## src/rtl/channel_pkg.sv

```systemverilog
// Shared constants, state encoding and random-draw helpers for the channel
// traffic generator and its LFSR.
package channel_pkg;

    localparam logic [15:0] LFSR_POLY    = 16'hB400;
    localparam logic [15:0] DEFAULT_SEED = 16'hACE1;
    localparam int          DLY_W        = 8;

    typedef enum logic [1:0] {
        SRC_IDLE,
        SRC_GAP,
        SRC_SEND
    } src_state_e;

    // Ranged draw: lo + (r8 mod (hi - lo + 1)).
    function automatic logic [DLY_W-1:0] rand_range(logic [7:0] r8, int lo, int hi);
        int span;
        span = hi - lo + 1;
        return DLY_W'(lo + int'(r8) % span);
    endfunction

    function automatic logic [15:0] rot16(logic [15:0] x, int k);
        return (x >> k) | (x << (16 - k));
    endfunction

endpackage

```

## src/rtl/channel_traffic_gen_if.sv

```systemverilog
// Handshake channel interfaces: Channel (valid/ack) and PassiveChannel
// (ready/valid-pulse), each with master and slave views.
interface Channel #(parameter int N = 8);
    logic [N-1:0] d;
    logic         v;
    logic         a;

    modport master (output d, output v, input a);
    modport slave  (input d, input v, output a);
endinterface

interface PassiveChannel #(parameter int N = 8);
    logic [N-1:0] d;
    logic         v;
    logic         r;

    modport master (output d, output v, input r);
    modport slave  (input d, input v, output r);
endinterface

```

## src/rtl/channel_lfsr.sv

```systemverilog
// 16-bit Galois LFSR, shifting right every cycle; reset loads Seed.
module channel_lfsr
    import channel_pkg::*;
#(
    parameter logic [15:0] Seed = DEFAULT_SEED
) (
    input  logic        clk,
    input  logic        reset,
    output logic [15:0] state_o
);

    logic [15:0] state_q, state_d;

    always_comb begin
        state_d = {1'b0, state_q[15:1]};
        if (state_q[0]) state_d = state_d ^ LFSR_POLY;
    end

    // NOTE: registers use <= so every flop samples pre-edge values together.
    always_ff @(posedge clk or negedge reset) begin
        if (!reset) state_q <= Seed;
        else        state_q <= state_d;
    end

    assign state_o = state_q;

endmodule

```

## src/rtl/channel_traffic_gen.sv

```systemverilog
// Pseudo-random traffic sources and backpressuring, checksumming sinks for
// Channel and PassiveChannel links; one shared LFSR feeds all draws.
module channel_traffic_gen
    import channel_pkg::*;
#(
    parameter int           N         = 8,
    parameter logic [N-1:0] Mask      = '1,
    parameter int           SrcDlyMin = 0,
    parameter int           SrcDlyMax = 5,
    parameter int           SnkDlyMin = 0,
    parameter int           SnkDlyMax = 5,
    parameter logic [15:0]  Seed      = DEFAULT_SEED
) (
    input  logic          clk,
    input  logic          reset,
    input  logic          en,
    Channel.master        src,
    Channel.slave         snk,
    PassiveChannel.master psrc,
    PassiveChannel.slave  psnk,
    output logic [31:0]   src_cnt,
    output logic [31:0]   snk_cnt,
    output logic [31:0]   psrc_cnt,
    output logic [31:0]   psnk_cnt,
    output logic [N-1:0]  snk_sum,
    output logic [N-1:0]  psnk_sum
);

    localparam int REP = (N + 15) / 16;

    logic [15:0] lfsr;

    channel_lfsr #(.Seed(Seed)) u_lfsr (
        .clk     (clk),
        .reset   (reset),
        .state_o (lfsr)
    );

    // Each consumer sees the LFSR through its own rotation.
    logic [DLY_W-1:0] src_dly_r, snk_dly_r, psrc_dly_r, psnk_dly_r;
    logic [N-1:0]     src_rand, psrc_rand;

    assign src_dly_r  = rand_range(8'(rot16(lfsr, 0)), SrcDlyMin, SrcDlyMax);
    assign snk_dly_r  = rand_range(8'(rot16(lfsr, 4)), SnkDlyMin, SnkDlyMax);
    assign psrc_dly_r = rand_range(8'(rot16(lfsr, 2)), SrcDlyMin, SrcDlyMax);
    assign psnk_dly_r = rand_range(8'(rot16(lfsr, 6)), SnkDlyMin, SnkDlyMax);
    assign src_rand   = N'({REP{rot16(lfsr, 8)}}) & Mask;
    assign psrc_rand  = N'({REP{rot16(lfsr, 12)}}) & Mask;

    // ---------------- Channel source ----------------
    src_state_e       src_state_q, src_state_d;
    logic [DLY_W-1:0] src_dly_q, src_dly_d;
    logic [N-1:0]     src_data_q, src_data_d;
    logic             src_v_q, src_v_d;
    logic [31:0]      src_cnt_q, src_cnt_d;
    logic             src_xfer;

    assign src_xfer = src_v_q & src.a;

    always_ff @(posedge clk or negedge reset) begin
        if (!reset) begin
            src_state_q <= SRC_IDLE;
            src_dly_q   <= '0;
            src_data_q  <= '0;
            src_v_q     <= 1'b0;
            src_cnt_q   <= '0;
        end else begin
            src_state_q <= src_state_d;
            src_dly_q   <= src_dly_d;
            src_data_q  <= src_data_d;
            src_v_q     <= src_v_d;
            src_cnt_q   <= src_cnt_d;
        end
    end

    always_comb begin
        // NOTE: defaults first so every path assigns every signal; no latches.
        src_state_d = src_state_q;
        src_dly_d   = src_dly_q;
        src_data_d  = src_data_q;
        src_v_d     = src_v_q;
        src_cnt_d   = src_cnt_q;
        unique case (src_state_q)
            SRC_IDLE: begin
                if (en) begin
                    src_dly_d   = src_dly_r;
                    src_state_d = SRC_GAP;
                end
            end
            SRC_GAP: begin
                if (!en) begin
                    src_state_d = SRC_IDLE;
                end else if (src_dly_q == '0) begin
                    src_v_d     = 1'b1;
                    src_data_d  = src_rand;
                    src_state_d = SRC_SEND;
                end else begin
                    src_dly_d = src_dly_q - DLY_W'(1);
                end
            end
            SRC_SEND: begin
                if (src_xfer) begin
                    src_cnt_d = src_cnt_q + 32'd1;
                    src_dly_d = src_dly_r;
                    if (!en) begin
                        src_v_d     = 1'b0;
                        src_state_d = SRC_IDLE;
                    end else if (src_dly_r == '0) begin
                        src_data_d = src_rand;
                    end else begin
                        src_v_d     = 1'b0;
                        src_state_d = SRC_GAP;
                    end
                end
            end
            default: src_state_d = SRC_IDLE;
        endcase
    end

    always_comb begin
        src.v   = src_v_q;
        src.d   = src_data_q;
        src_cnt = src_cnt_q;
    end

    // ---------------- Channel sink ----------------
    logic [DLY_W-1:0] snk_busy_q;
    logic [31:0]      snk_cnt_q;
    logic [N-1:0]     snk_sum_q;
    logic             snk_xfer;

    assign snk.a    = snk.v & (snk_busy_q == '0);
    assign snk_xfer = snk.v & snk.a;

    always_ff @(posedge clk or negedge reset) begin
        if (!reset) begin
            snk_busy_q <= '0;
            snk_cnt_q  <= '0;
            snk_sum_q  <= '0;
        end else if (snk_xfer) begin
            snk_busy_q <= snk_dly_r;
            snk_cnt_q  <= snk_cnt_q + 32'd1;
            snk_sum_q  <= snk_sum_q ^ snk.d;
        end else if (snk_busy_q != '0) begin
            snk_busy_q <= snk_busy_q - DLY_W'(1);
        end
    end

    assign snk_cnt = snk_cnt_q;
    assign snk_sum = snk_sum_q;

    // ---------------- PassiveChannel source ----------------
    logic [DLY_W-1:0] psrc_gap_q;
    logic [N-1:0]     psrc_data_q;
    logic             psrc_v_q;
    logic [31:0]      psrc_cnt_q;

    always_ff @(posedge clk or negedge reset) begin
        if (!reset) begin
            psrc_gap_q  <= '0;
            psrc_data_q <= '0;
            psrc_v_q    <= 1'b0;
            psrc_cnt_q  <= '0;
        end else if (psrc.r && en && psrc_gap_q == '0) begin
            psrc_gap_q  <= psrc_dly_r;
            psrc_data_q <= psrc_rand;
            psrc_v_q    <= 1'b1;
            psrc_cnt_q  <= psrc_cnt_q + 32'd1;
        end else begin
            psrc_v_q <= 1'b0;
            if (psrc_gap_q != '0) psrc_gap_q <= psrc_gap_q - DLY_W'(1);
        end
    end

    assign psrc.v   = psrc_v_q;
    assign psrc.d   = psrc_data_q;
    assign psrc_cnt = psrc_cnt_q;

    // ---------------- PassiveChannel sink ----------------
    // A pulse is always taken, even with r low: the source may fire once more
    // in the cycle r falls.
    logic [DLY_W-1:0] psnk_busy_q, psnk_busy_d;
    logic             psnk_r_q;
    logic [31:0]      psnk_cnt_q;
    logic [N-1:0]     psnk_sum_q;

    always_comb begin
        psnk_busy_d = psnk_busy_q;
        if (psnk.v)                  psnk_busy_d = psnk_dly_r;
        else if (psnk_busy_q != '0)  psnk_busy_d = psnk_busy_q - DLY_W'(1);
    end

    always_ff @(posedge clk or negedge reset) begin
        if (!reset) begin
            psnk_busy_q <= '0;
            psnk_r_q    <= 1'b1;
            psnk_cnt_q  <= '0;
            psnk_sum_q  <= '0;
        end else begin
            psnk_busy_q <= psnk_busy_d;
            psnk_r_q    <= (psnk_busy_d == '0);
            if (psnk.v) begin
                psnk_cnt_q <= psnk_cnt_q + 32'd1;
                psnk_sum_q <= psnk_sum_q ^ psnk.d;
            end
        end
    end

    assign psnk.r   = psnk_r_q;
    assign psnk_cnt = psnk_cnt_q;
    assign psnk_sum = psnk_sum_q;

endmodule

```

## src/flat_wrapper.sv

```systemverilog
// flat-port wrapper written by rule: the top's interface ports become plain ports
module channel_traffic_gen_flat import channel_pkg::*;
#(
    parameter int           N         = 8,
    parameter logic [N-1:0] Mask      = '1,
    parameter int           SrcDlyMin = 0,
    parameter int           SrcDlyMax = 5,
    parameter int           SnkDlyMin = 0,
    parameter int           SnkDlyMax = 5,
    parameter logic [15:0]  Seed      = DEFAULT_SEED
)
  (clk, reset, en, src_cnt, snk_cnt, psrc_cnt, psnk_cnt, snk_sum, psnk_sum, src_d, src_v, src_a, snk_d, snk_v, snk_a, psrc_d, psrc_v, psrc_r, psnk_d, psnk_v, psnk_r);
  Channel #(.N(N)) src_i ();
  Channel #(.N(N)) snk_i ();
  PassiveChannel #(.N(N)) psrc_i ();
  PassiveChannel #(.N(N)) psnk_i ();
  input  logic clk;
  input  logic reset;
  input  logic en;
  output logic [31:0] src_cnt;
  output logic [31:0] snk_cnt;
  output logic [31:0] psrc_cnt;
  output logic [31:0] psnk_cnt;
  output logic [N-1:0] snk_sum;
  output logic [N-1:0] psnk_sum;
  output wire logic [$bits(src_i.d)-1:0] src_d;
  output wire logic [$bits(src_i.v)-1:0] src_v;
  input wire logic [$bits(src_i.a)-1:0] src_a;
  input wire logic [$bits(snk_i.d)-1:0] snk_d;
  input wire logic [$bits(snk_i.v)-1:0] snk_v;
  output wire logic [$bits(snk_i.a)-1:0] snk_a;
  output wire logic [$bits(psrc_i.d)-1:0] psrc_d;
  output wire logic [$bits(psrc_i.v)-1:0] psrc_v;
  input wire logic [$bits(psrc_i.r)-1:0] psrc_r;
  input wire logic [$bits(psnk_i.d)-1:0] psnk_d;
  input wire logic [$bits(psnk_i.v)-1:0] psnk_v;
  output wire logic [$bits(psnk_i.r)-1:0] psnk_r;
  assign src_d = src_i.d;
  assign src_v = src_i.v;
  assign src_i.a = src_a;
  assign snk_i.d = snk_d;
  assign snk_i.v = snk_v;
  assign snk_a = snk_i.a;
  assign psrc_d = psrc_i.d;
  assign psrc_v = psrc_i.v;
  assign psrc_i.r = psrc_r;
  assign psnk_i.d = psnk_d;
  assign psnk_i.v = psnk_v;
  assign psnk_r = psnk_i.r;
  channel_traffic_gen #(.N(N), .Mask(Mask), .SrcDlyMin(SrcDlyMin), .SrcDlyMax(SrcDlyMax), .SnkDlyMin(SnkDlyMin), .SnkDlyMax(SnkDlyMax), .Seed(Seed)) u_core (.clk(clk), .reset(reset), .en(en), .src(src_i), .snk(snk_i), .psrc(psrc_i), .psnk(psnk_i), .src_cnt(src_cnt), .snk_cnt(snk_cnt), .psrc_cnt(psrc_cnt), .psnk_cnt(psnk_cnt), .snk_sum(snk_sum), .psnk_sum(psnk_sum));
endmodule
```

## config.mk

```make
export PLATFORM = sky130hd
export DESIGN_NAME = channel_traffic_gen_flat
export DESIGN_NICKNAME = d
export VERILOG_FILES = /design/src/rtl/channel_pkg.sv /design/src/rtl/channel_traffic_gen_if.sv /design/src/rtl/channel_lfsr.sv /design/src/rtl/channel_traffic_gen.sv /design/src/flat_wrapper.sv
export SDC_FILE = /design/constraint.sdc
export NUM_CORES = 1
export LEC_CHECK = 0
export CAP_MARGIN = 10
export CELL_PAD_IN_SITES_DETAIL_PLACEMENT = 0
export CELL_PAD_IN_SITES_GLOBAL_PLACEMENT = 1
export CORE_ASPECT_RATIO = 0.9
export CORE_MARGIN = 4
export CORE_UTILIZATION = 38
export CTS_CLUSTER_DIAMETER = 30
export CTS_CLUSTER_SIZE = 10
export DETAILED_ROUTE_END_ITERATION = 7
export GPL_ROUTABILITY_DRIVEN = 0
export GPL_TIMING_DRIVEN = 0
export PLACE_DENSITY = 0.87
export SETUP_SLACK_MARGIN = 0.3
export SLEW_MARGIN = 20
export SYNTH_ARGS = -nofsm -noshare
export SYNTH_HDL_FRONTEND = slang
export SYNTH_SLANG_ARGS = --single-unit
```

## constraint.sdc

```tcl
create_clock -name clk -period 4.31 [get_ports clk]
set_clock_uncertainty 0.2 [all_clocks]
set_input_delay 0.862 -clock clk [delete_from_list [all_inputs] [get_ports clk]]
set_output_delay 0.862 -clock clk [all_outputs]
set_load 0.02 [all_outputs]
```

# After elaboration in Yosys (flattened, before gate mapping)
# Cells that the tools add are included.
op_classes:
  addsub: 8
  div: 4
  eq_ne: 11
  mux: 32
  bitwise_logic: 11
  n_reduce_logical: 20
ops:
  columns: ["op", "count"]
  rows:
  - ["adder 32 x 1 -> 32 bit (second input constant)", 4]
  - ["remainder unit 9 x 4 -> 32 bit (second input constant)", 4]
  - ["two-way mux 8 bit", 15]
  - ["logical NOT 8 bit", 5]
  - ["bitwise OR 8 x 1 -> 8 bit (second input constant)", 4]
  - ["subtractor 8 x 1 -> 8 bit (second input constant)", 4]
  - ["case mux 8 bit (3 select lines)", 1]
  - ["nonzero test 8 bit", 3]
  - ["two-way mux 16 bit", 1]
  - ["case mux 8 bit (2 select lines)", 1]
  - ["bitwise XOR 8 bit", 2]
  - ["two-way mux 2 bit", 6]
  - ["AND reduction 5 bit", 2]
  - ["inequality test 2 bit (second input constant)", 4]
  - ["bitwise OR 4 x 8 -> 8 bit", 1]
  - ["two-way mux 1 bit", 6]
  - ["inequality test 2 x 1 -> 1 bit (second input constant)", 3]
  - ["case mux 2 bit (3 select lines)", 1]
  - ["AND reduction 6 bit", 1]
  - ["nonzero test 2 bit", 3]
  - ["inverter 3 -> 4 bit", 1]
  - ["AND reduction 4 bit", 1]
  - ["AND 1 bit", 3]
  - ["inequality test 3 x 2 -> 1 bit (second input constant)", 1]
  - ["other kinds (8)", 9]
word_totals:
  register_bits: 213
  input_bits: 23
  out_inout_bits: 164
  wordCells: 103

# Logic depth before layout (Yosys ltp)
# Gate-level depths: netlist (run 1).
logic_depth:
  depth_word: 6
  mapped_depth: 18
  depth_no_buf: 15

# Modules after synthesis
# Synthesis (run 1) repeated with hierarchy kept, for this count alone.
hier_totals:
  hier_cells: 1260
  hier_area_um2: 11936.4
modules_own_cells:
  columns: ["module", "n_inst", "cells_each", "area_each_um2", "seq_area_each_um2"]
  rows:
  - ["channel_traffic_gen", 1, 1228, 11402.2, 4931.0]
  - ["channel_lfsr", 1, 32, 534.3, 410.4]

# Least setup slack after synthesis (run 1)
# Ideal clock, no wire load.
synth_path:
  path_type: "register to register"
  from: "reg u_core.u_lfsr.state_q[6] (netlist: u_core.u_lfsr.state_o[6])"
  to: "reg u_core.src_data_q[1] (netlist: u_core.src.d[1])"
  setup_ps: 125
  arrival_time_ps: 4023
  t_required_ps: 3985
  setup_slack_ps: -38
  path_stages_with_launch: 17
  n_path_buf: 3
  synth_period_minus_slack_ps: 4348
  cell_sequence: "dfstp_2 buf_4 clkbuf_1 clkbuf_1 ha_1 and4b_1 o21a_1 a31oi_2 nand3_2 and4_1 nor3_2 ha_1 nand3b_1 o2111a_1 nor4_4 a22oi_4 mux2_4"
synth_via:
  elab_chain_len: 4
synth_lines:
  columns: ["element", "line_no", "rtl"]
  rows:
  - ["start, declared", "channel_lfsr.sv:12", "logic [15:0] state_q, state_d;"]
  - ["start signal, assigned", "channel_lfsr.sv:22", "else state_q <= state_d;"]
  - ["remainder unit 9 x 4 -> 32 bit", "channel_pkg.sv:19", "return DLY_W'(lo + int'(r8) % span);"]
  - ["logical NOT 8 bit", "channel_traffic_gen.sv:108", "end else if (src_dly_r == '0) begin"]
  - ["inequality test 2 x 1 -> 1 bit (no source line)", null, null]
  - ["AND reduction 6 bit (no source line)", null, null]
  - ["end signal, assigned", "channel_traffic_gen.sv:70", "src_data_q <= src_data_d;"]
  - ["end, declared", "channel_traffic_gen.sv:53", "logic [N-1:0] src_data_q, src_data_d;"]
# No other way between the ends.
# A chain may end at the register's enable or synchronous reset.

# Final worst setup path (run 1)
# Same ends and word-level chain as after synthesis.

==> metrics.txt, run 1 <==
area of placed instances 14,300 um2; switching share of power 26.7%; Synth Flop Type dfrtp_1; Critical Path Fanout Max 8; finished layout cell area 16,800 um2; grt ovf 0; CP Capture Type register; largest net degree at the start of global routing 84; CTS tree built; layout cells sized above 1 17.4%; Worst Max-Slew Pin Slew 1.02 ns; Seq/Total Area, Yosys 45.1%; CTS Buf Count 49; Non-Filler Instances 1,956; Mapped Area 11,800 um2; PortBufs 185; die width 194 um; final HPWL from detailed placement 21,100 um; Syn Inst Count 1,215; CTS root buf clkbuf_16; Yosys reg bits 213; Die ar. 34,100 um2; Pwr Total 7.11 mW; ys async rst share 100%; Initial Util 38.4%; most area-hungry cell type in the Yosys netlist dfrtp_1; synth top area cells dfrtp_1, xnor2_1, nand2_1; Die H 176 um; Fill cells 2,665; Routed WL 30,900 um; Worst Setup Start Kind register; IO Pins 187; Final nets 1,549; Hold Violations, Final 0; Leak Pwr 7.17 nW; crit share post-route 97.2%; sequential share of power 33.3%; worst vdd ir 268 uV; Sw Pwr 1.90 mW; RSZ-0062 raised after global routing yes; worst path arrival time 4.40 ns; synthesis-to-layout area growth 42.1%; Setup CP Type register to register; number of max-cap violations 0; Mean Syn Cell Area 9.75 um2; status complete, no violations; required time worst endpoint 4.52 ns; Via Count 10,200; core area 30,800 um2; Pre-antenna DRT Iters 5; vias in the first global route 10,100; Fin Hold WS 0.0613 ns; PD cells 422 nW/um2; min Tclk post-route 4.19 ns; Clock Latency Late Sink 0.54 ns; Layout Utilization 54.6%; Clock Power Share 52.3%; count of different cell masters after synthesis 92; Ys Warns 0; pins over their slew limit 0; post-route ant nets 0; # setup viols final 0; Post-route DRC 0; Slew HR 31.7%; Clock Pin Slew Worst Setup and Hold Paths 0.05 ns; combinational power share 14.4%; count of clock tree sinks 213; syn_nets 1,256; initial antenna violation count 0; Int Pwr 5.21 mW; first-pass GRT wire length 51,000 um; DR vias/cell 5.24; # diodes 0; All-Layer GR Usage 17.4%; Min-Delay Path Class input port to async pin; post-synth top area share 43.1%; initial DRC count 542; row count 61; # H-tree levels 2; fmax 239 MHz; placed insts 1,811; number of synthesized flops with an enable pin 0; Clock Tree Buf Depth 3; WL per Instance 15.8 um
[worst paths after layout]
| kind | slack [ns] | start | cells past startpoint | end |
|---|---|---|---|---|
| worst max-delay path | 0.12 | u_core.u_lfsr.state_o[6]$_DFF_PN1_ | 17 | u_core.src.d[1]$_DFFE_PN0P_ |
| worst min-delay path | 0.06 | reset | 1 | u_core.src_cnt[29]$_DFFE_PN0P_ |
| worst max register to register | 0.12 | u_core.u_lfsr.state_o[6]$_DFF_PN1_ | 17 | u_core.src.d[1]$_DFFE_PN0P_ |
| worst min register to register | 0.16 | u_core.u_lfsr.state_o[0]$_DFF_PN1_ | 0 | u_core.u_lfsr.state_o[15]$_DFF_PN1_ |
| max in group asynchronous | 3.01 | reset | 2 | u_core.psnk.r$_DFF_PN1_ |
| min in group clk | 0.16 | u_core.u_lfsr.state_o[0]$_DFF_PN1_ | 0 | u_core.u_lfsr.state_o[15]$_DFF_PN1_ |
[Yosys cell counts (10+ instances only)]
cell,count
dfrtp_1,204
nand2_1,145
xnor2_1,127
nor2_1,81
nand3_1,56
xor2_1,55
o21ai_0,47
a21oi_1,44
nor3_1,36
and3_1,31
inv_1,28
clkbuf_1,22
ha_1,18
nand4_1,16
nand2b_1,14
a31oi_1,13
nor2b_1,13
nor4_1,13
a211oi_1,12
and4_1,12
and2_1,11
nand3b_1,11
o22ai_1,11
buf_2,10
mux2i_1,10
[cell usage in the layout (no fill, tap or decap), types with 11 or more instances in the layout]
cell	synthesis	routed
and3_1	31	31
inv_1	28	27
nor4_1	13	11
clkbuf_1	22	25
nor2_1	81	79
nand3b_1	11	11
a21oi_1	44	39
nand4_1	16	16
nand2_1	145	144
and4_1	12	11
buf_4	5	62
nand3_1	56	56
o22ai_1	11	11
ha_1	18	13
clkdlybuf4s50_1	0	184
nor2b_1	13	13
clkbuf_16	0	50
dfrtp_1	204	203
and2_1	11	11
nor3_1	36	34
xor2_1	55	55
xnor2_1	127	125
nand2b_1	14	14
o21ai_0	47	41
[layout make-up]
| class | instances | area (um2) | area share [%] |
|---|---|---|---|
| Clock inverter | 28 | 358 | 2.13 |
| Buffer | 45 | 285 | 1.70 |
| Inverter | 30 | 113 | 0.669 |
| Sequential cell | 213 | 5340 | 31.7 |
| Tap cell | 409 | 512 | 3.04 |
| Timing Repair Buffer | 242 | 2320 | 13.8 |
| Multi-Input combinational cell | 927 | 6560 | 39.0 |
| Clock buffer | 62 | 1340 | 7.93 |
[what timing repair did]
action,in CTS,in global routing
hold buffers,0,0
buffers inserted,33,22
pin swaps,24,32
endpoints found under the setup margin,28,28
gates resized for setup,43,48
[power by group through the flow]
stage                     Clock (mW)  Combinational, mW  Sequential, mW
after floorplan                    0              0.520            2.46
after global placement             0              0.965            2.39
after detailed placement           0              0.990            2.39
after CTS                       3.79               1.03            2.36
after global routing            3.91               1.14            2.39
final                           3.72               1.03            2.36
[worst max-delay path, stage by stage (launching register included)]
cell and delay, ns:
dfstp_2 0.37, buf_6 0.12, clkbuf_16 0.14, buf_8 0.11
ha_4 0.29, and4b_2 0.26, o21a_1 0.20, a31oi_4 0.31
nand3_4 0.13, and4_4 0.21, nor3_4 0.25, ha_4 0.24
buf_4 0.13, nor3b_2 0.17, a21oi_1 0.08, nor4_4 0.26
a22oi_4 0.20, mux2_4 0.34
[cell families after synthesis]
| logic type | after synthesis | share of synthesized area (%) |
|---|---|---|
| flip-flops | 213 | 45.1 |
| XOR/XNOR | 182 | 13.5 |
| AO/OA/AOI/OAI | 222 | 13.4 |
| AND/OR/NAND/NOR | 482 | 21.1 |
| multiplexers | 23 | 2.37 |
| adder cells (fa/ha/maj) | 18 | 1.90 |
| buffers and inverters | 75 | 2.66 |
[sequential cells by signal, indices dropped and copies added (netlist names), 16 cells and up]
| signal | flops |
|---|---|
| u_core.psnk_cnt | 32 |
| u_core.psrc_cnt | 32 |
| u_core.snk_cnt | 32 |
| u_core.src_cnt | 32 |
| u_core.u_lfsr.state_o | 16 |
[stage by stage]
| step | setup TNS, ns | setup slack, ns |
|---|---|---|
| floorplan | 0 | 0.244 |
| global placement | -1429.97 | -6.84 |
| detailed placement | -4.48 | -0.412 |
| CTS | 0 | 0.0796 |
| global route | 0 | 0.0125 |
| finish | 0 | 0.120 |
[layer usage]
metal	part of all wire [%]	wire length, um	GRT usage, %
met5	0	0	0
met2	46	14400	27.9
met3	5.4	1670	3.49
met4	1.9	588	5.04
met1	46	14300	24.2
Note: power is estimated with default switching activity, not from simulation.
==> run 2, diff against run 1 <==
--- a/config.mk
+++ b/config.mk
@@ -12,9 +12,8 @@
 export CORE_MARGIN = 4
 export CORE_UTILIZATION = 38
-export CTS_CLUSTER_DIAMETER = 30
+export CTS_CLUSTER_DIAMETER = 50
 export CTS_CLUSTER_SIZE = 10
 export DETAILED_ROUTE_END_ITERATION = 7
 export GPL_ROUTABILITY_DRIVEN = 0
-export GPL_TIMING_DRIVEN = 0
 export PLACE_DENSITY = 0.87
 export SETUP_SLACK_MARGIN = 0.3
==> constraint.sdc (replaced) <==
create_clock -name clk -period 4.31 [get_ports clk]
set_clock_uncertainty 0.2 [all_clocks]
set_input_delay 0.431 -clock clk [delete_from_list [all_inputs] [get_ports clk]]
set_output_delay 0.431 -clock clk [all_outputs]
set_load 0.02 [all_outputs]
==> run 2 against run 1 <==
Sequential power hardly changed. Final area is 8.1% lower. Wire length is 6.5% lower. Critical path type unchanged. Largest power group is now sequential cells. Highest routed layer unchanged.
==> metrics.txt, run 2 (synthesis gave the netlist of run 1 again) <==
sequential share of power 42.5% (was 33.3%); grt ovf 0 (unchanged); # H-tree levels 1 (was 2); Critical Path Fanout Max 8 (unchanged); pins over their slew limit 0 (unchanged); Pre-antenna DRT Iters 5 (unchanged); Clock Power Share 39.5% (was 52.3%); Fin Hold WS 0.217 ns (was 0.0613 ns); initial DRC count 473 (was 542); DR vias/cell 5.26 (was 5.24); CP Capture Type register (unchanged); Min-Delay Path Class register to register (was input port to async pin); # setup viols final 0 (unchanged); # diodes 0 (unchanged); crit share post-route 90.6% (was 97.2%); commonest non-fill, non-tap cell in the layout dfrtp_1 (unchanged); status complete, no violations (unchanged); count of clock tree sinks 213 (unchanged); final setup margin 0.403 ns (was 0.120 ns); required time worst endpoint 4.53 ns (was 4.52 ns); row count 61 (unchanged); Sw Pwr 1.56 mW (was 1.90 mW); Routed WL 28,900 um (was 30,900 um); Clock Latency Late Sink 0.54 ns (about the same); Worst Setup Start Kind register (unchanged); synthesis-to-layout area growth 30.6% (was 42.1%); Die H 176 um (unchanged); worst path arrival time 4.13 ns (was 4.40 ns); fmax 256 MHz (was 239 MHz); WL per Instance 15.6 um (was 15.8 um); Via Count 9,743 (was 10,200); IO Pins 187 (unchanged); Slew HR 49.2% (was 31.7%); combinational power share 18.0% (was 14.4%); die width 194 um (unchanged); CTS tree built (unchanged); number of max-cap violations 0 (unchanged); Fill cells 2,776 (was 2,665); worst vdd ir 246 uV (was 268 uV); placed insts 1,791 (was 1,811); core area 30,800 um2 (unchanged); Clock Tree Buf Depth 3 (unchanged); Die ar. 34,100 um2 (unchanged); R2R setup slack 0.40 ns (was 0.12 ns); PD cells 359 nW/um2 (was 422 nW/um2); switching share of power 28.1% (was 26.7%); largest net degree at the start of global routing 103 (was 84); Final nets 1,474 (was 1,549); layout cells sized above 1 11.2% (was 17.4%); Non-Filler Instances 1,854 (was 1,956); RSZ-0062 raised after global routing yes (unchanged); vias in the first global route 9,424 (was 10,100); Post-route DRC 0 (unchanged); dpl ws 0.178 ns (was -0.412 ns); first-pass GRT wire length 47,900 um (was 51,000 um); most frequent cells in the layout dfrtp_1, clkdlybuf4s50_1, nand2_1, xnor2_1, nor2_1 (unchanged); Initial Util 38.4% (unchanged); Leak Pwr 6.53 nW (was 7.17 nW); post-route ant nets 0 (unchanged); final HPWL from detailed placement 20,500 um (was 21,100 um); Final TNS setup 0 ns (unchanged); PortBufs 186 (was 185); CTS Buf Count 28 (was 49); CTS root buf clkbuf_16 (unchanged); Int Pwr 3.99 mW (was 5.21 mW); Clock Pin Slew Worst Setup and Hold Paths 0.06 ns (was 0.05 ns); Hold Violations, Final 0 (unchanged); initial antenna violation count 0 (unchanged); Worst Max-Slew Pin Slew 0.762 ns (was 1.02 ns); All-Layer GR Usage 16.2% (was 17.4%); Setup CP Type register to register (unchanged); min Tclk post-route 3.91 ns (was 4.19 ns)
==> run 2: cell count changes in the layout (fill, tap and decap cells not counted), sizes merged, moves of 4 or more <==
cell	before	now
clkbuf	83	36
buf	82	46
clkinv	15	4
clkinvlp	5	0
bufinv	6	2
==> run 2: routing by layer <==
metal | part of all wire, % | GRT usage (%) | up-vias
met5 | 0 | 0 | -
met2 | 46 | 25.6 | 220
li1 | - | - | 4756
met4 | 2.3 | 4.39 | 0
met1 | 47 | 23.4 | 4721
met3 | 4.4 | 2.47 | 46
==> run 2: worst max-delay path, cell delays in order, from the launching register on <==
cell and delay, ns:
dfstp_2 0.57, ha_4 0.17, and4b_1 0.23, o21a_1 0.20, a31oi_4 0.30, a21o_1 0.30
and4_4 0.27, nor3_4 0.04, ha_1 0.33, nand3b_1 0.18, o2111a_1 0.18, nor4_4 0.28
a22oi_4 0.18, mux2_4 0.35
==> run 2: timing repair <==
item	in CTS	in global routing
hold endpoints to repair	97	0
resized for setup	11	23
hold buffers	1	0
endpoints found under the setup margin	10	15
pin swaps	6	15
setup buffers	7	13
==> run 2: power groups by stage <==
stage	Clock [mW]	Combinational [mW]	Sequential, mW
after floorplan	0	0.520	2.46
after global placement	0	0.969	2.39
after detailed placement	0	0.985	2.39
after CTS	2.26	0.991	2.36
after global routing	2.35	1.11	2.40
final	2.19	0.998	2.36
==> run 2: cell type report <==
type | instances | area, um2 | share of cell area [%]
multi-input cells | 927 | 6380 | 41.3
flip-flops and latches | 213 | 5350 | 34.6
repair buffers | 233 | 2230 | 14.4
clock buffers | 35 | 757 | 4.89
well taps | 409 | 512 | 3.31
clock inverters | 7 | 118 | 0.760
inverters | 30 | 113 | 0.728
==> run 2: final timing paths <==
check,cells past startpoint,end,startpoint
min,0,u_core.u_lfsr.state_o[14]$_DFF_PN0_,u_core.u_lfsr.state_o[15]$_DFF_PN1_
min reg2reg,0,u_core.u_lfsr.state_o[14]$_DFF_PN0_,u_core.u_lfsr.state_o[15]$_DFF_PN1_
max in group asynchronous,3,u_core.u_lfsr.state_o[9]$_DFF_PN0_,reset
min in group asynchronous,2,u_core.src_cnt[27]$_DFFE_PN0P_,reset
max reg2reg,13,u_core.src.d[7]$_DFFE_PN0P_,u_core.u_lfsr.state_o[7]$_DFF_PN1_
max,13,u_core.src.d[7]$_DFFE_PN0P_,u_core.u_lfsr.state_o[7]$_DFF_PN1_
==> run 2: metrics by stage <==
stage / power (mW) / instance area, um2 / util [%]
2_1_floorplan: 2.98 / 11900 / -
5_1_grt: 5.86 / 15500 / 50.2
6_report: 5.56 / 15500 / 50.2
3_5_place_dp: 3.38 / 14200 / 46.2
4_1_cts: 5.62 / 15200 / 49.4
3_3_place_gp: 3.36 / 14200 / 46.2
==> run 3, diff against run 2 <==
- CAP_MARGIN: 10 -> not set
==> results of run 3 <==
No change in the layout: final DEF, timing and power equal those of run 2.
==> RTL edit 1: new RTL, config.mk and constraints of run 2 <==
`N` is set to 8 in 4 places; all go to 7.
--- a/src/rtl/channel_traffic_gen_if.sv
+++ b/src/rtl/channel_traffic_gen_if.sv
@@ -1,6 +1,6 @@
 // Handshake channel interfaces: Channel (valid/ack) and PassiveChannel
 // (ready/valid-pulse), each with master and slave views.
-interface Channel #(parameter int N = 8);
+interface Channel #(parameter int N = 7);
     logic [N-1:0] d;
     logic         v;
     logic         a;
@@ -9,7 +9,7 @@
     modport slave  (input d, input v, output a);
 endinterface
 
-interface PassiveChannel #(parameter int N = 8);
+interface PassiveChannel #(parameter int N = 7);
     logic [N-1:0] d;
     logic         v;
     logic         r;
--- a/src/rtl/channel_traffic_gen.sv
+++ b/src/rtl/channel_traffic_gen.sv
@@ -3,7 +3,7 @@
 module channel_traffic_gen
     import channel_pkg::*;
 #(
-    parameter int           N         = 8,
+    parameter int           N         = 7,
     parameter logic [N-1:0] Mask      = '1,
     parameter int           SrcDlyMin = 0,
     parameter int           SrcDlyMax = 5,
--- a/src/flat_wrapper.sv
+++ b/src/flat_wrapper.sv
@@ -1,7 +1,7 @@
 // flat-port wrapper written by rule: the top's interface ports become plain ports
 module channel_traffic_gen_flat import channel_pkg::*;
 #(
-    parameter int           N         = 8,
+    parameter int           N         = 7,
     parameter logic [N-1:0] Mask      = '1,
     parameter int           SrcDlyMin = 0,
     parameter int           SrcDlyMax = 5,
Interface: changed (6 resized); port bits go from 187 to 181. The function was not compared with the original's and may differ.
==> RTL edit 1 against run 2 <==
Cell area up 0.36%. Core utilization up 0.18 points. Setup slack worse by 0.22 ns. Wire length up 7.6%. Non-clock buffer count up 11. Sequential cell count down 4. Area after synthesis up 0.31%. Largest power group unchanged. Synthesized cell count up 7.2%. Power up 0.49%. Cell count up 4.7%. Largest cell class unchanged.
==> RTL edit 1: results (changes against run 2) <==
[logic_synthesis]
synth_common_cells = 200 x dfrtp_1, 162 x nand2_1, 125 x xnor2_1, 96 x nor2_1, 73 x a21oi_1
synthDistinctLibCells = 82  ; -11%
synth_compound_area_share_pct = 15.38  ; +1.9 points
muxShareOfSynthArea_pct = 1.790  ; -0.58 points
synthAdderAreaFrac_pct = 1.895  ; -0.0058 points
synth_xor_area_share_pct = 12.60  ; -0.85 points
syn_avg_cell_area_sq_um = 9.126  ; -6.4%

[routing]
drt_wl_total_um = 31090  ; +7.6%
post_drt_via_cell_ratio = 5.377  ; +2.3%
met2_length_um = 14710  ; +10%

[global_route]
use_met2_pct = 28.60  ; +3.0 points
grtUsageMet1_pct = 25.02  ; +1.7 points
grt_max_degree = 117  ; +14%
grt_pass1_wl_um = 51030  ; +6.6%
grt_util_all_layers_pct = 17.38  ; +1.2 points

[finish]
drive_above_1_share_pct = 10.11  ; -1.1 points
final_core_util_pct = 50.34  ; +0.18 points
nFillCells = 2808  ; +1.2%
buf_share_pct = 14.96  ; +0.52 points
clock_buffers = 40  ; +14%
n_all_buffers = 244  ; +4.7%
multi_input_cells = 999  ; +7.8%
nets = 1555  ; +5.5%

[outcome]
status = finished, final reports clean

[power]
power.leakage_uw = 0.006575  ; +0.64%

[setup_path]
rrSetupSlack_ns = 0.19  ; -0.22 ns
r2r_end = u_core.src.d[6]
reg2reg_depth = 17  ; +4
critPathMaxFanout = 7  ; -1
cp_data_arrival_time_ns = 4.32  ; +0.19 ns

[placed_design]
postPlaceCellArea_sq_mm = 0.01436  ; +0.79%
portBuffers = 180  ; -3.2%

[cts]
cts_setup_buffers = 8  ; +1
insertion_delay_ns = 0.52  ; -0.02 ns

[timing]
maxSlewHeadroom_pct = 32.71  ; -16 points

RTL edit 1: cell count changes after synthesis, sizes merged, moves of 7 or more:
| cell | run 2 | this run |
|---|---|---|
| o31ai | 2 | 9 |
| clkbuf | 24 | 46 |
| xor2 | 55 | 46 |
| a21oi | 44 | 74 |
| nand2b | 14 | 23 |
| buf | 21 | 14 |
| nand2 | 145 | 162 |
| o21ai | 51 | 71 |
| nor2 | 81 | 96 |
RTL edit 1: critical path, stage by stage (launching register included):
cell      delay (ns)
dfstp_2         0.56
ha_4            0.21
nand3b_1        0.17
and2_4          0.15
a221o_2         0.34
o211ai_1        0.21
nand2_1         0.12
xnor2_1         0.16
ha_2            0.20
buf_4           0.13
nor3_1          0.05
a211oi_1        0.19
a31oi_1         0.09
o31ai_2         0.10
o211ai_1        0.25
o41ai_4         0.40
buf_12          0.18
mux2_4          0.30
RTL edit 1: where the power goes:
group          leakage (uW)  switching [uW]  internal, uW
combinational       0.00334             511           458
clock              0.000448             830          1450
sequential          0.00279             175          2160
total               0.00658            1520          4070
==> RTL edit 2: new RTL, config.mk and constraints of run 2 <==
Made on the original files. Add an input register stage for `en`; this delays it by one clock. The other inputs are not delayed to match.
--- a/src/rtl/channel_traffic_gen.sv
+++ b/src/rtl/channel_traffic_gen.sv
@@ -28,6 +28,12 @@
 
     localparam int REP = (N + 15) / 16;
 
+    logic en_q;
+
+    always_ff @(posedge clk) begin
+        en_q <= en;
+    end
+
     logic [15:0] lfsr;
 
     channel_lfsr #(.Seed(Seed)) u_lfsr (
@@ -82,13 +88,13 @@
         src_cnt_d   = src_cnt_q;
         unique case (src_state_q)
             SRC_IDLE: begin
-                if (en) begin
+                if (en_q) begin
                     src_dly_d   = src_dly_r;
                     src_state_d = SRC_GAP;
                 end
             end
             SRC_GAP: begin
-                if (!en) begin
+                if (!en_q) begin
                     src_state_d = SRC_IDLE;
                 end else if (src_dly_q == '0) begin
                     src_v_d     = 1'b1;
@@ -102,7 +108,7 @@
                 if (src_xfer) begin
                     src_cnt_d = src_cnt_q + 32'd1;
                     src_dly_d = src_dly_r;
-                    if (!en) begin
+                    if (!en_q) begin
                         src_v_d     = 1'b0;
                         src_state_d = SRC_IDLE;
                     end else if (src_dly_r == '0) begin
@@ -161,7 +167,7 @@
             psrc_data_q <= '0;
             psrc_v_q    <= 1'b0;
             psrc_cnt_q  <= '0;
-        end else if (psrc.r && en && psrc_gap_q == '0) begin
+        end else if (psrc.r && en_q && psrc_gap_q == '0) begin
             psrc_gap_q  <= psrc_dly_r;
             psrc_data_q <= psrc_rand;
             psrc_v_q    <= 1'b1;
Function: changed (Yosys sat finds a counterexample within 4 cycles, from zero or initial values and one cycle with reset low).
==> RTL edit 2 against run 2 <==
Power increased by 0.94%. Combinational power grew 11%. Hold slack got worse by 0.082 ns. Maximum frequency is 1.7% lower. Core utilization down 0.72 points. Setup slack lost 0.068 ns. Sequential cell count is 1 higher. Wire length is 7.6% higher. Area after synthesis rose by 4.7%. Cell area rose by 2.4%. Largest power group unchanged.
==> RTL edit 2: results (changes against run 2) <==
[outcome]
status = finished, final reports clean

[min_path]
worst_hold_path.endpoint = u_core.en_q
worstHoldPathCells = 1  ; +1
min_from = en
hp-class = primary input to flip-flop

[logic_synthesis]
synth_area_leaders = dfrtp_1 41%, xnor2_1 9.2%, nand2_1 4.9%
yosys_warnings = 0  ; unchanged
ys_seq_area_share_pct = 43.23  ; -1.9 points
async_flop_share_pct = 99.53  ; -0.47 points
syn-num-nets = 1401  ; +12%
synth_common_cells = 204 x dfrtp_1, 162 x nand2_1, 130 x xnor2_1, 114 x nor2_1, 76 x nand3_1
synth_top_area_cell = dfrtp_1

[global_route]
grt_util_all_layers_pct = 16.74  ; +0.54 points
overflow = 0  ; unchanged
grt_pass1_vias = 10070  ; +6.8%
use_met2_pct = 26.14  ; +0.51 points
grt_max_degree = 104  ; +0.97%
grt_pass1_wl_um = 50940  ; +6.4%
grtUsageMet1_pct = 24.70  ; +1.3 points
gr-usage-met3_pct = 2.486  ; +0.012 points

[setup_path]
r2r_end = u_core.src.d[3]
reg2reg_depth = 14  ; +1
r2r_start = u_core.u_lfsr.state_o[7]
critPathMaxFanout = 7  ; -1
rrSetupSlack_ns = 0.34  ; -0.07 ns
cp_data_arrival_time_ns = 4.20  ; +0.07 ns
slowest_delay_ns = 0.57  ; about the same
cp_top_family = compound AO/OA/AOI/OAI gates
startpoint = u_core.u_lfsr.state_o[7]

[timing]
maxSlewHeadroom_pct = 42.81  ; -6.4 points
fin_crit_ns = 3.975  ; +0.06817 ns

[power]
p_seq_share_pct = 41.5  ; -1.0 points
vdd_drop_max_v = 0.0002774  ; +13%
power.leakage_uw = 0.006776  ; +3.7%
sw_frac_of_total_pct = 29.20  ; +1.1 points

[finish]
nets = 1592  ; +8.0%
nFillCells = 2983  ; +7.5%
antenna_cells = 0  ; unchanged
drive_above_1_share_pct = 9.481  ; -1.7 points

[routing]
drt_wl_total_um = 31100  ; +7.6%
drt.antenna.violating_nets = 0  ; unchanged
drt-initial-drc-count = 741  ; +57%
via_count = 10610  ; +8.9%

[cts]
cts_resized = 2  ; -9
clockBufferDepth = 3  ; unchanged
cts_setup_buffers = 1  ; -6
cts-buffers-inserted = 28  ; unchanged
cts_root_buf = clkbuf_16
clk_pin_slew_worst_paths_ns = 0.06  ; about the same

[placed_design]
portBuffers = 186  ; unchanged
pre_cts_slack_ns = 0.1798  ; +0.001620 ns
dpl.hpwl_um = 22140  ; +7.8%

## RTL edit 2: cell types whose count changed in the layout (fill, tap and decap cells not counted), sizes merged, moves of 6 or more
cell,run 2,this run
nor2,81,115
and3b,6,0
and4,12,5
nand3,57,76
mux2,13,5
a21oi,44,64
nand2,145,163
and3,32,46
o21a,9,3
a211o,3,12
xor2,55,44
o31ai,2,8
## RTL edit 2: per-layer routing
metal | share of wire (%) | up-vias
met5 | 0 | -
li1 | - | 5178
met3 | 5.2 | 48
met4 | 2.2 | 0
met2 | 45 | 289
met1 | 48 | 5092
## RTL edit 2: worst max path at each step
stage	cells past startpoint	end
after detailed placement	13	u_core.src.d[6]
after global routing	14	u_core.src.d[3]
after floorplan	17	u_core.src.d[0]
final	14	u_core.src.d[3]
after CTS	13	u_core.src.d[6]
after global placement	13	u_core.src.d[7]
## RTL edit 2: logic make-up after synthesis
logic type / after synthesis / share of synthesized area [%]
flops: 214 / 43.23
xor+xnor: 174 / 12.29
simple gates: 559 / 22.69
buf+inv: 106 / 3.511
compound gates: 262 / 14.38
fa+ha+maj: 23 / 2.300
mux: 18 / 1.604
## RTL edit 2: cell type report
class | instances | area, sq um | area share (%)
inverter | 36 | 135.1 | 0.8532
sequential | 214 | 5368 | 33.89
tap | 416 | 520.5 | 3.286
timing repair buffer | 231 | 2255 | 14.23
clock buffer | 37 | 774.5 | 4.890
multi-input combinational | 1036 | 6693 | 42.25
clock inverter | 7 | 93.84 | 0.5925
## RTL edit 2: per-stage QoR
step                      util [%]  hold slack [ns]  instance area (sq um)  instances
after global routing         49.44           0.1129                  15840       1977
after CTS                    48.84           0.1148                  15650       1963
after global placement       46.05           0.2192                  14750       1917
final                        49.44           0.1358                  15840       1977
after detailed placement     46.05           0.2171                  14750       1917
after floorplan                  -         -0.06459                  12460       1356
